==> src/rtl/vga_pkg.sv <==
// Shared constants for the VGA pixel fetch path: display geometry, FSM encoding
// and the colour-bar palette used by the optional test-pattern build.
package vga_pkg;

    localparam int unsigned H_DISPLAY = 640;
    localparam int unsigned V_DISPLAY = 480;

    typedef logic [1:0] state_t;

    localparam state_t UNLOCKED = 2'd0;
    localparam state_t VBLANK   = 2'd1;
    localparam state_t ACTIVE   = 2'd2;
    localparam state_t HBLANK   = 2'd3;

    localparam int unsigned BAR_COUNT = 5;

    // RGB332 bars, index 0 leftmost: white, yellow, cyan, green, magenta.
    localparam logic [BAR_COUNT-1:0][7:0] BAR_PALETTE = {8'hE3, 8'h1C, 8'h1F, 8'hFC, 8'hFF};

    function automatic logic [7:0] bar_colour(input logic [2:0] idx);
        return (idx < 3'(BAR_COUNT)) ? BAR_PALETTE[idx] : 8'h00;
    endfunction

endpackage

==> src/rtl/vga_delay_line.sv <==
// Parameterised-depth valid/data shift register used to align per-pixel
// side information with the RAM read data.
module vga_delay_line #(
    parameter int unsigned DEPTH = 2,
    parameter int unsigned W     = 1
) (
    input  logic         clk,
    input  logic         rst_n,
    input  logic         valid_i,
    input  logic [W-1:0] data_i,
    output logic         valid_o,
    output logic [W-1:0] data_o
);

    logic [DEPTH-1:0]        vld_q;
    logic [DEPTH-1:0][W-1:0] dat_q;

    always_ff @(posedge clk) begin
        if (!rst_n) begin
            vld_q <= '0;
            dat_q <= '0;
        end else begin
            vld_q[0] <= valid_i;
            dat_q[0] <= data_i;
            for (int unsigned i = 1; i < DEPTH; i++) begin
                vld_q[i] <= vld_q[i-1];
                dat_q[i] <= dat_q[i-1];
            end
        end
    end

    assign valid_o = vld_q[DEPTH-1];
    assign data_o  = dat_q[DEPTH-1];

endmodule

==> src/rtl/vga_pixel_fetch.sv <==
// Frame-locked pixel fetcher: streams frame-buffer bytes to a blank-forced RGB output.
// Define VGA_TEST_PATTERN_EN to replace RAM data with colour bars indexed by x[9:7].
module vga_pixel_fetch #(
    parameter int unsigned H_DISPLAY = vga_pkg::H_DISPLAY,
    parameter int unsigned V_DISPLAY = vga_pkg::V_DISPLAY,
    parameter int unsigned ADDR_W    = 19,
    parameter int unsigned MEM_LAT   = 1
) (
    input  logic              clk,
    input  logic              rst_n,
    input  logic              vsync,
    input  logic              vDisplay,
    input  logic              hDisplay,
    output logic              mem_rd,
    output logic [ADDR_W-1:0] mem_addr,
    input  logic [7:0]        mem_rdata,
    output logic [9:0]        x,
    output logic [8:0]        y,
    output logic [7:0]        rgb,
    output logic              pix_valid,
    output logic              frame_start,
    output logic              timing_err
);

    import vga_pkg::*;

    localparam logic [9:0] X_MAX = 10'(H_DISPLAY);
    localparam logic [8:0] Y_MAX = 9'(V_DISPLAY);
`ifdef VGA_TEST_PATTERN_EN
    localparam int unsigned DL_W = 4;
`else
    localparam int unsigned DL_W = 1;
`endif

    logic              vs_q, vs_prev_q, vde_n_q, hde_n_q;
    state_t            state_q, state_d;
    logic [9:0]        col_q, col_d;
    logic [8:0]        row_q, row_d;
    logic [ADDR_W-1:0] acc_q, acc_d;
    logic [ADDR_W-1:0] addr_q, addr_d;
    logic [9:0]        x_q, x_d;
    logic [8:0]        y_q, y_d;
    logic              mem_rd_q, frame_start_q, err_q, pix_valid_q;
    logic [7:0]        rgb_q, rgb_d;

    logic              act, slot, ovf, fetch;
    logic [DL_W-1:0]   dl_in, dl_out;
    logic              dl_valid;

    // Inputs are registered once; every decision below works on the registered copies.
    assign act   = !hde_n_q && !vde_n_q;
    assign slot  = (state_q != UNLOCKED) && act && !vs_q;
    assign ovf   = slot && (col_q == X_MAX || row_q == Y_MAX);
    assign fetch = slot && !ovf;

    always_comb begin
        state_d = state_q;
        col_d   = col_q;
        row_d   = row_q;
        acc_d   = acc_q;
        addr_d  = addr_q;
        x_d     = x_q;
        y_d     = y_q;
        if (vs_q) begin
            state_d = VBLANK;
            col_d   = '0;
            row_d   = '0;
            acc_d   = '0;
            x_d     = '0;
            y_d     = '0;
        end else begin
            unique case (state_q)
                UNLOCKED: ;
                VBLANK, HBLANK: if (act) state_d = ACTIVE;
                ACTIVE: if (!act) begin
                    state_d = HBLANK;
                    col_d   = '0;
                    if (row_q != Y_MAX) row_d = row_q + 9'd1;
                end
                default: ;
            endcase
            if (fetch) begin
                col_d  = col_q + 10'd1;
                acc_d  = acc_q + ADDR_W'(1);
                addr_d = acc_q;
                x_d    = col_q;
                y_d    = row_q;
            end
        end
    end

`ifdef VGA_TEST_PATTERN_EN
    assign dl_in = {fetch, col_q[9:7]};
`else
    assign dl_in = fetch;
`endif

    vga_delay_line #(
        .DEPTH(MEM_LAT + 1),
        .W    (DL_W)
    ) u_delay (
        .clk    (clk),
        .rst_n  (rst_n),
        .valid_i(slot),
        .data_i (dl_in),
        .valid_o(dl_valid),
        .data_o (dl_out)
    );

    // Overflow slots travel the delay line as valid-but-not-fetched and emit black.
    always_comb begin
        rgb_d = '0;
        if (dl_valid && dl_out[DL_W-1]) begin
`ifdef VGA_TEST_PATTERN_EN
            rgb_d = bar_colour(dl_out[2:0]);
`else
            rgb_d = mem_rdata;
`endif
        end
    end

    always_ff @(posedge clk) begin
        if (!rst_n) begin
            vs_q          <= 1'b0;
            vs_prev_q     <= 1'b0;
            vde_n_q       <= 1'b1;
            hde_n_q       <= 1'b1;
            state_q       <= UNLOCKED;
            col_q         <= '0;
            row_q         <= '0;
            acc_q         <= '0;
            addr_q        <= '0;
            x_q           <= '0;
            y_q           <= '0;
            mem_rd_q      <= 1'b0;
            frame_start_q <= 1'b0;
            err_q         <= 1'b0;
            rgb_q         <= '0;
            pix_valid_q   <= 1'b0;
        end else begin
            vs_q          <= vsync;
            vs_prev_q     <= vs_q;
            vde_n_q       <= vDisplay;
            hde_n_q       <= hDisplay;
            state_q       <= state_d;
            col_q         <= col_d;
            row_q         <= row_d;
            acc_q         <= acc_d;
            addr_q        <= addr_d;
            x_q           <= x_d;
            y_q           <= y_d;
`ifdef VGA_TEST_PATTERN_EN
            mem_rd_q      <= 1'b0;
`else
            mem_rd_q      <= fetch;
`endif
            frame_start_q <= vs_q & ~vs_prev_q;
            err_q         <= err_q | ovf;
            rgb_q         <= rgb_d;
            pix_valid_q   <= dl_valid;
        end
    end

    assign mem_rd      = mem_rd_q;
    assign mem_addr    = addr_q;
    assign x           = x_q;
    assign y           = y_q;
    assign rgb         = rgb_q;
    assign pix_valid   = pix_valid_q;
    assign frame_start = frame_start_q;
    assign timing_err  = err_q;

endmodule

==> config.mk <==
export PLATFORM = sky130hd
export DESIGN_NAME = vga_pixel_fetch
export DESIGN_NICKNAME = d
export VERILOG_FILES = /design/src/rtl/vga_pkg.sv /design/src/rtl/vga_delay_line.sv /design/src/rtl/vga_pixel_fetch.sv
export SDC_FILE = /design/constraint.sdc
export NUM_CORES = 1
export LEC_CHECK = 0
export ABC_AREA = 1
export BUFFER_PORTS_ARGS = -buffer_cell sky130_fd_sc_hd__buf_2
export CAP_MARGIN = 20
export CORE_MARGIN = 2
export CORE_UTILIZATION = 59
export CTS_CLUSTER_DIAMETER = 80
export DETAILED_ROUTE_END_ITERATION = 10
export GPL_TIMING_DRIVEN = 0
export PLACE_DENSITY = 0.83
export SLEW_MARGIN = 5
export SYNTH_ARGS = -nofsm -noshare
export SYNTH_HDL_FRONTEND = slang
export SYNTH_SLANG_ARGS = --single-unit
==> constraint.sdc <==
create_clock -name clk -period 2.6 [get_ports clk]
set_input_delay 0.26 -clock clk [delete_from_list [all_inputs] [get_ports clk]]
set_output_delay 0.26 -clock clk [all_outputs]
set_load 0.03 [all_outputs]
Word level (Yosys, flattened, before mapping)
Index checks and enable logic that the tools add are counted.
W data, S select, Z words.
{"block": "op_classes", "addsub": 3, "eq_ne": 11, "muxes": 7, "bitwise": 6, "reduce_logical": 23}
{"cell": "$mux W10", "count": 3}
{"cell": "$add A19 B1 Y19 const B", "count": 1}
{"cell": "$add A10 B1 Y10 const B", "count": 1}
{"cell": "$eq A10 B10 Y1 const B", "count": 1}
{"cell": "$add A9 B1 Y9 const B", "count": 1}
{"cell": "$eq A9 B9 Y1 const B", "count": 1}
{"cell": "$ne A9 B9 Y1 const B", "count": 1}
{"cell": "$reduce_and A3 Y1", "count": 3}
{"cell": "$logic_and A1 B1 Y1", "count": 6}
{"cell": "$ne A3 B3 Y1 const B", "count": 2}
{"cell": "$reduce_and A2 Y1", "count": 3}
{"cell": "$reduce_bool A2 Y1", "count": 3}
{"cell": "$eq A2 B2 Y1 const B", "count": 2}
{"cell": "$logic_not A1 Y1", "count": 4}
{"cell": "$mux W2", "count": 2}
{"cell": "$ne A2 B2 Y1 const B", "count": 2}
{"cell": "$not A1 Y1", "count": 4}
{"cell": "$pmux W2 S2", "count": 1}
{"cell": "$reduce_or A2 Y1", "count": 2}
{"cell": "$reduce_bool A3 Y1", "count": 1}
{"cell": "$eq A2 B1 Y1 const B", "count": 1}
{"cell": "$ne A2 B1 Y1 const B", "count": 1}
{"cell": "$and A1 B1 Y1", "count": 1}
{"cell": "$logic_or A1 B1 Y1", "count": 1}
{"cell": "2 further kinds", "count": 2}
{"block": "totals", "regBits": 97, "in_bits": 13, "output_inout_bits": 50}

Longest topological paths before layout
{"block": "logic_depth", "word_depth": 9, "depth_mapped": 11, "depth_no_buf": 10}

Modules after synthesis
Synthesis repeated with hierarchy kept, for this count alone.
{"block": "hier_totals", "hier_cells": 538, "area_unflattened_um2": 3990.1}
{"module": "vga_pixel_fetch", "instances": 1, "cells_per_inst": 526, "area_each_um2": 3880.0, "seq_area_each_um2": 1881.8}
{"module": "vga_delay_line", "instances": 1, "cells_per_inst": 12, "area_each_um2": 110.1, "seq_area_each_um2": 80.1}

Worst setup path after synthesis
OpenSTA, ideal clock, no wires.
{"block": "synth_timing", "kind": "reg-to-reg", "start": "register row_q[0]", "end": "register addr_q[7] (netlist: mem_addr[7])", "setup_ps": 69, "t_arrival_ps": 1393, "setup_slack_ps": 1137, "stages_incl_launch_ff": 12, "cell_sequence": "dfxtp_1 inv_1 ha_1 nand2_1 nor2_1 nand2_1 nand3_4 inv_2 buf_6 buf_6 nand2_2 a21oi_2"}
{"block": "synth_via", "elab_chain_cells": 6}
{"element": "from (decl)", "line_no": "vga_pixel_fetch.sv:38", "text": "logic [8:0] row_q, row_d;"}
{"element": "from (signal assigned)", "line_no": "vga_pixel_fetch.sv:147", "text": "row_q <= row_d;"}
{"element": "$eq A9 B9 Y1", "line_no": "vga_pixel_fetch.sv:53", "text": "assign ovf = slot && (col_q == X_MAX || row_q == Y_MAX);"}
{"element": "$logic_or A1 B1 Y1", "line_no": "vga_pixel_fetch.sv:53"}
{"element": "$logic_and A1 B1 Y1", "line_no": "vga_pixel_fetch.sv:53"}
{"element": "$logic_not A1 Y1", "line_no": "vga_pixel_fetch.sv:54", "text": "assign fetch = slot && !ovf;"}
{"element": "$logic_and A1 B1 Y1", "line_no": "vga_pixel_fetch.sv:54"}
{"element": "$reduce_and A2 Y1 (no line)"}
{"element": "to (signal assigned)", "line_no": "vga_pixel_fetch.sv:149", "text": "addr_q <= addr_d;"}
{"element": "to (decl)", "line_no": "vga_pixel_fetch.sv:40", "text": "logic [ADDR_W-1:0] addr_q, addr_d;"}
Every way passes these cells.
A chain may end at the register's enable or synchronous reset.

Worst setup path after layout
{"block": "layout_timing", "start": "register acc_q[0]", "end": "register acc_q[18]"}
{"block": "layout_via", "elab_chain_cells": 1}
{"element": "from (decl)", "line_no": "vga_pixel_fetch.sv:39", "text": "logic [ADDR_W-1:0] acc_q, acc_d;"}
{"element": "from (signal assigned)", "line_no": "vga_pixel_fetch.sv:131", "text": "acc_q <= '0;"}
{"element": "from (signal assigned)", "line_no": "vga_pixel_fetch.sv:148", "text": "acc_q <= acc_d;"}
{"element": "$add A19 B1 Y19", "line_no": "vga_pixel_fetch.sv:84", "text": "acc_d = acc_q + ADDR_W'(1);"}
Every way passes these cells.

==> metrics.md <==
| Metric | Value |
|---|---|
| H-tree levels | `3` |
| Max-Cap Viols | `0` |
| CP required | `2.87 ns` |
| CP Data Arrival Time | `2.12 ns` |
| Delay-heaviest family, CP | `simple AND/OR/NAND/NOR gates` |
| Syn nets | `549` |
| Cells along the critical path | `ha_1 > nand3_1 > inv_1 > nand4_1 > nor2_1 > nand3_1 > nand2_1 > nor2_1` |
| Die W | `86.42 um` |
| CP endpoint kind | `flop` |
| Total Nets Final | `622` |
| Io pins | `63` |
| Met2 usage | `0.4084` |
| Status | `finished, final reports clean` |
| Row count | `30` |
| CP max FO | `6` |
| Multi-input gate area | `0.001762 sq mm` |
| Final count of negative-setup-slack endpoints | `0` |
| First-pass iteration count of the detailed router | `5` |
| Synthesized area per cell | `7.547 sq um` |
| Port-buffer cells | `62` |
| Initial antenna violation count | `0` |
| Synth area leader | `dfxtp_1` |
| Final worst setup slack | `0.7513 ns` |
| Max-slew headroom | `0.5777` |
| Post-CTS setup buffer count | `0` |
| Synthesis-stage register bit count | `97` |
| Die area | `0.007468 sq mm` |
| Power density over cell area | `543.9 mW/mm^2` |
| Worst vdd ir | `0.2912 mV` |
| ANT nets after route | `0` |
| GR peak layer | `met2` |
| Post-Syn Area | `0.004008 sq mm` |
| TritonCTS buffer count | `9` |
| Resized cells post-CTS | `0` |
| CORE AREA | `0.006681 sq mm` |
| Antenna cell count | `0` |
| GRT Overall Usage | `0.2388` |
| Vias | `3,650` |
| Initial core utilization | `0.5998` |
| Ratio of final minimum period to clock period | `0.7111` |
| Share of cells above drive strength 1 | `0.2003` |
| Met1 GRT Util | `0.2885` |
| Min-Delay Startpoint | `vsync` |
| Crit path launch | `acc_q[0]` |
| Synthesis-to-layout area growth | `14.83%` |
| RePlAce Congestion | `0.9411` |
| Setup WS pre-CTS | `0.8153 ns` |
| Final core utilization | `0.6888` |
| DR iter-0 viols | `139` |
| F_max | `540.9 MHz` |
| Worst Setup Path Type | `flop to flop` |
| Design Power | `2503 uW` |
| Clk slew on worst S/H paths | `0.10 ns` |
| Hold Fails Final Rpt | `0` |
| Sequential fraction of the synthesis area | `0.4845` |
| RSZ-0062 raised after global routing | `no` |
| Hold Crit Class | `input pin to flop` |
| Total Wirelength | `8837 um` |
| Cells after Synth | `531` |
| Final Max Tran Viols | `0` |
| Met3 Resource Use GR | `0.04095` |
| Skew final | `0.01167 ns` |
| # DRC | `0` |
| Wirelength per Cell | `12.83 um` |
| DP Wirelength | `6228 um` |
| Via/cell ratio | `5.298` |
| Yosys cell types | `26` |
| Clock sinks | `97` |
| CTS root buf | `clkbuf_8` |
| Fill count | `548` |
| Top-area cell type share of the netlist area | `0.4845` |
| TritonCTS clock tree | `built` |
| Synth area leaders | `dfxtp_1 48%, nand2_1 13%, a21oi_1 7.5%, nor2_1 4.9%, inv_1 4.2%` |
| Buf/Inv on CP | `1` |
| Fin Setup TNS | `0 ns` |
| Reg area | `0.001942 sq mm` |
| Die height | `86.42 um` |
| Period minus WS final | `1.849 ns` |
| Slowest cell on crit path | `dfxtp_1` |
| Worst flop-to-flop path startpoint | `acc_q[0]` |
| Leakage Power | `0.001915 uW` |
| Clock Tree Buf Depth | `2` |
| Wire length of the first global-routing pass | `14,210 um` |
| Skew-Pair Late Insertion Delay | `0.37 ns` |
| Vias in the first global route | `3,263` |
| # hold bufs at CTS | `0` |
| CP max stage delay | `0.47 ns` |
| Grt ovf | `0` |
| Largest net degree at the start of global routing | `19` |
| Ys Warns | `0` |
| Worst slew pin tran | `0.6334 ns` |
| CP startpoint kind | `flop` |
-- path summary, 6_finish.rpt --
path	slack (ns)	cells past startpoint	end
worst max-delay path	0.75	8	acc_q[18]
worst min-delay path	0.07	3	vs_q
worst max register to register	0.75	8	acc_q[18]
worst min register to register	0.39	1	frame_start
-- routing by layer --
metal	up-vias	share of wire
met5	-	0
met4	0	0.017
met3	19	0.057
met2	115	0.49
met1	1674	0.44
li1	1842	-
-- flip-flops by register name, indices dropped and copies added, names as in the netlist, 2 cells and up --
register,count
x,10
y,9
col_q,10
state_q,2
row_q,9
u_delay.vld_q,2
mem_addr,19
rgb,8
acc_q,19
-- kinds of logic after synthesis --
group                      after synthesis  share of synthesized area
AOI/OAI and AO/OA                      100                     0.1349
xor gates and xnor gates                13                    0.02841
adders and majority gates                5                    0.01561
buffers and inverters                   69                    0.07587
DFF                                     97                     0.4845
and+or+nand+nor                        247                     0.2607
-- per-stage QoR --
step	hold WS [ns]	instances	cell area (sq um)
2_1_floorplan	0.3535	531	4008
3_3_place_gp	0.3720	673	4418
3_5_place_dp	0.3759	673	4418
4_1_cts	0.05864	689	4602
5_1_grt	0.05752	689	4602
6_report	0.06763	689	4602
-- worst register-to-register path, delay by kind of cell, from the launching register on --
family	cells	cell delay (ns)
buf+inv	1	0.15
simple gates	6	0.86
fa+ha+maj	1	0.27
flops	1	0.47
-- cell usage in the layout, fill, tap and decap left out --
master / n
a21oi_1: 60
a21oi_2: 10
a22oi_1: 1
buf_1: 1
buf_2: 74
buf_6: 4
clkbuf_1: 5
clkbuf_8: 9
clkinv_2: 1
clkinvlp_4: 2
dfxtp_1: 97
ha_1: 5
inv_1: 45
inv_2: 2
inv_6: 2
inv_8: 2
nand2_1: 143
nand2_2: 11
nand3_1: 19
nand3_4: 1
nand3b_1: 2
nand4_1: 8
nor2_1: 52
nor2_2: 2
nor3_1: 4
nor3b_1: 2
nor4_1: 1
o21ai_0: 29
or2_2: 2
xnor2_1: 8
xor2_1: 5
-- layout make-up --
| cell class | instances | share of cell area |
|---|---|---|
| inverter | 47 | 0.03834 |
| clock buffer | 9 | 0.02692 |
| tap | 80 | 0.02175 |
| clock inverter | 7 | 0.01305 |
| multi-input combinational | 365 | 0.3828 |
| buffer | 22 | 0.02773 |
| timing repair buffer | 62 | 0.06743 |
| sequential | 97 | 0.4220 |
-- cells in the mapped netlist --
library cell and count:
clkbuf_1 5, nor2_2 2, dfxtp_1 97, ha_1 5
inv_2 2, xnor2_1 8, nand3b_1 2, or2_2 2
nor3b_1 2, a21oi_2 10, o21ai_0 29, buf_2 12
a21oi_1 60, nand3_1 19, nor2_1 52, nand2_2 11
buf_6 4, nor4_1 1, buf_1 1, xor2_1 5
nand2_1 143, nand4_1 8, a22oi_1 1, nand3_4 1
nor3_1 4, inv_1 45
-- where the power goes --
| group | switching, uW | internal, uW |
|---|---|---|
| Sequential | 3.60 | 1490 |
| Combinational | 54.8 | 22.4 |
| Clock | 564 | 366 |
No activity file was read; power rests on OpenSTA's default activity.
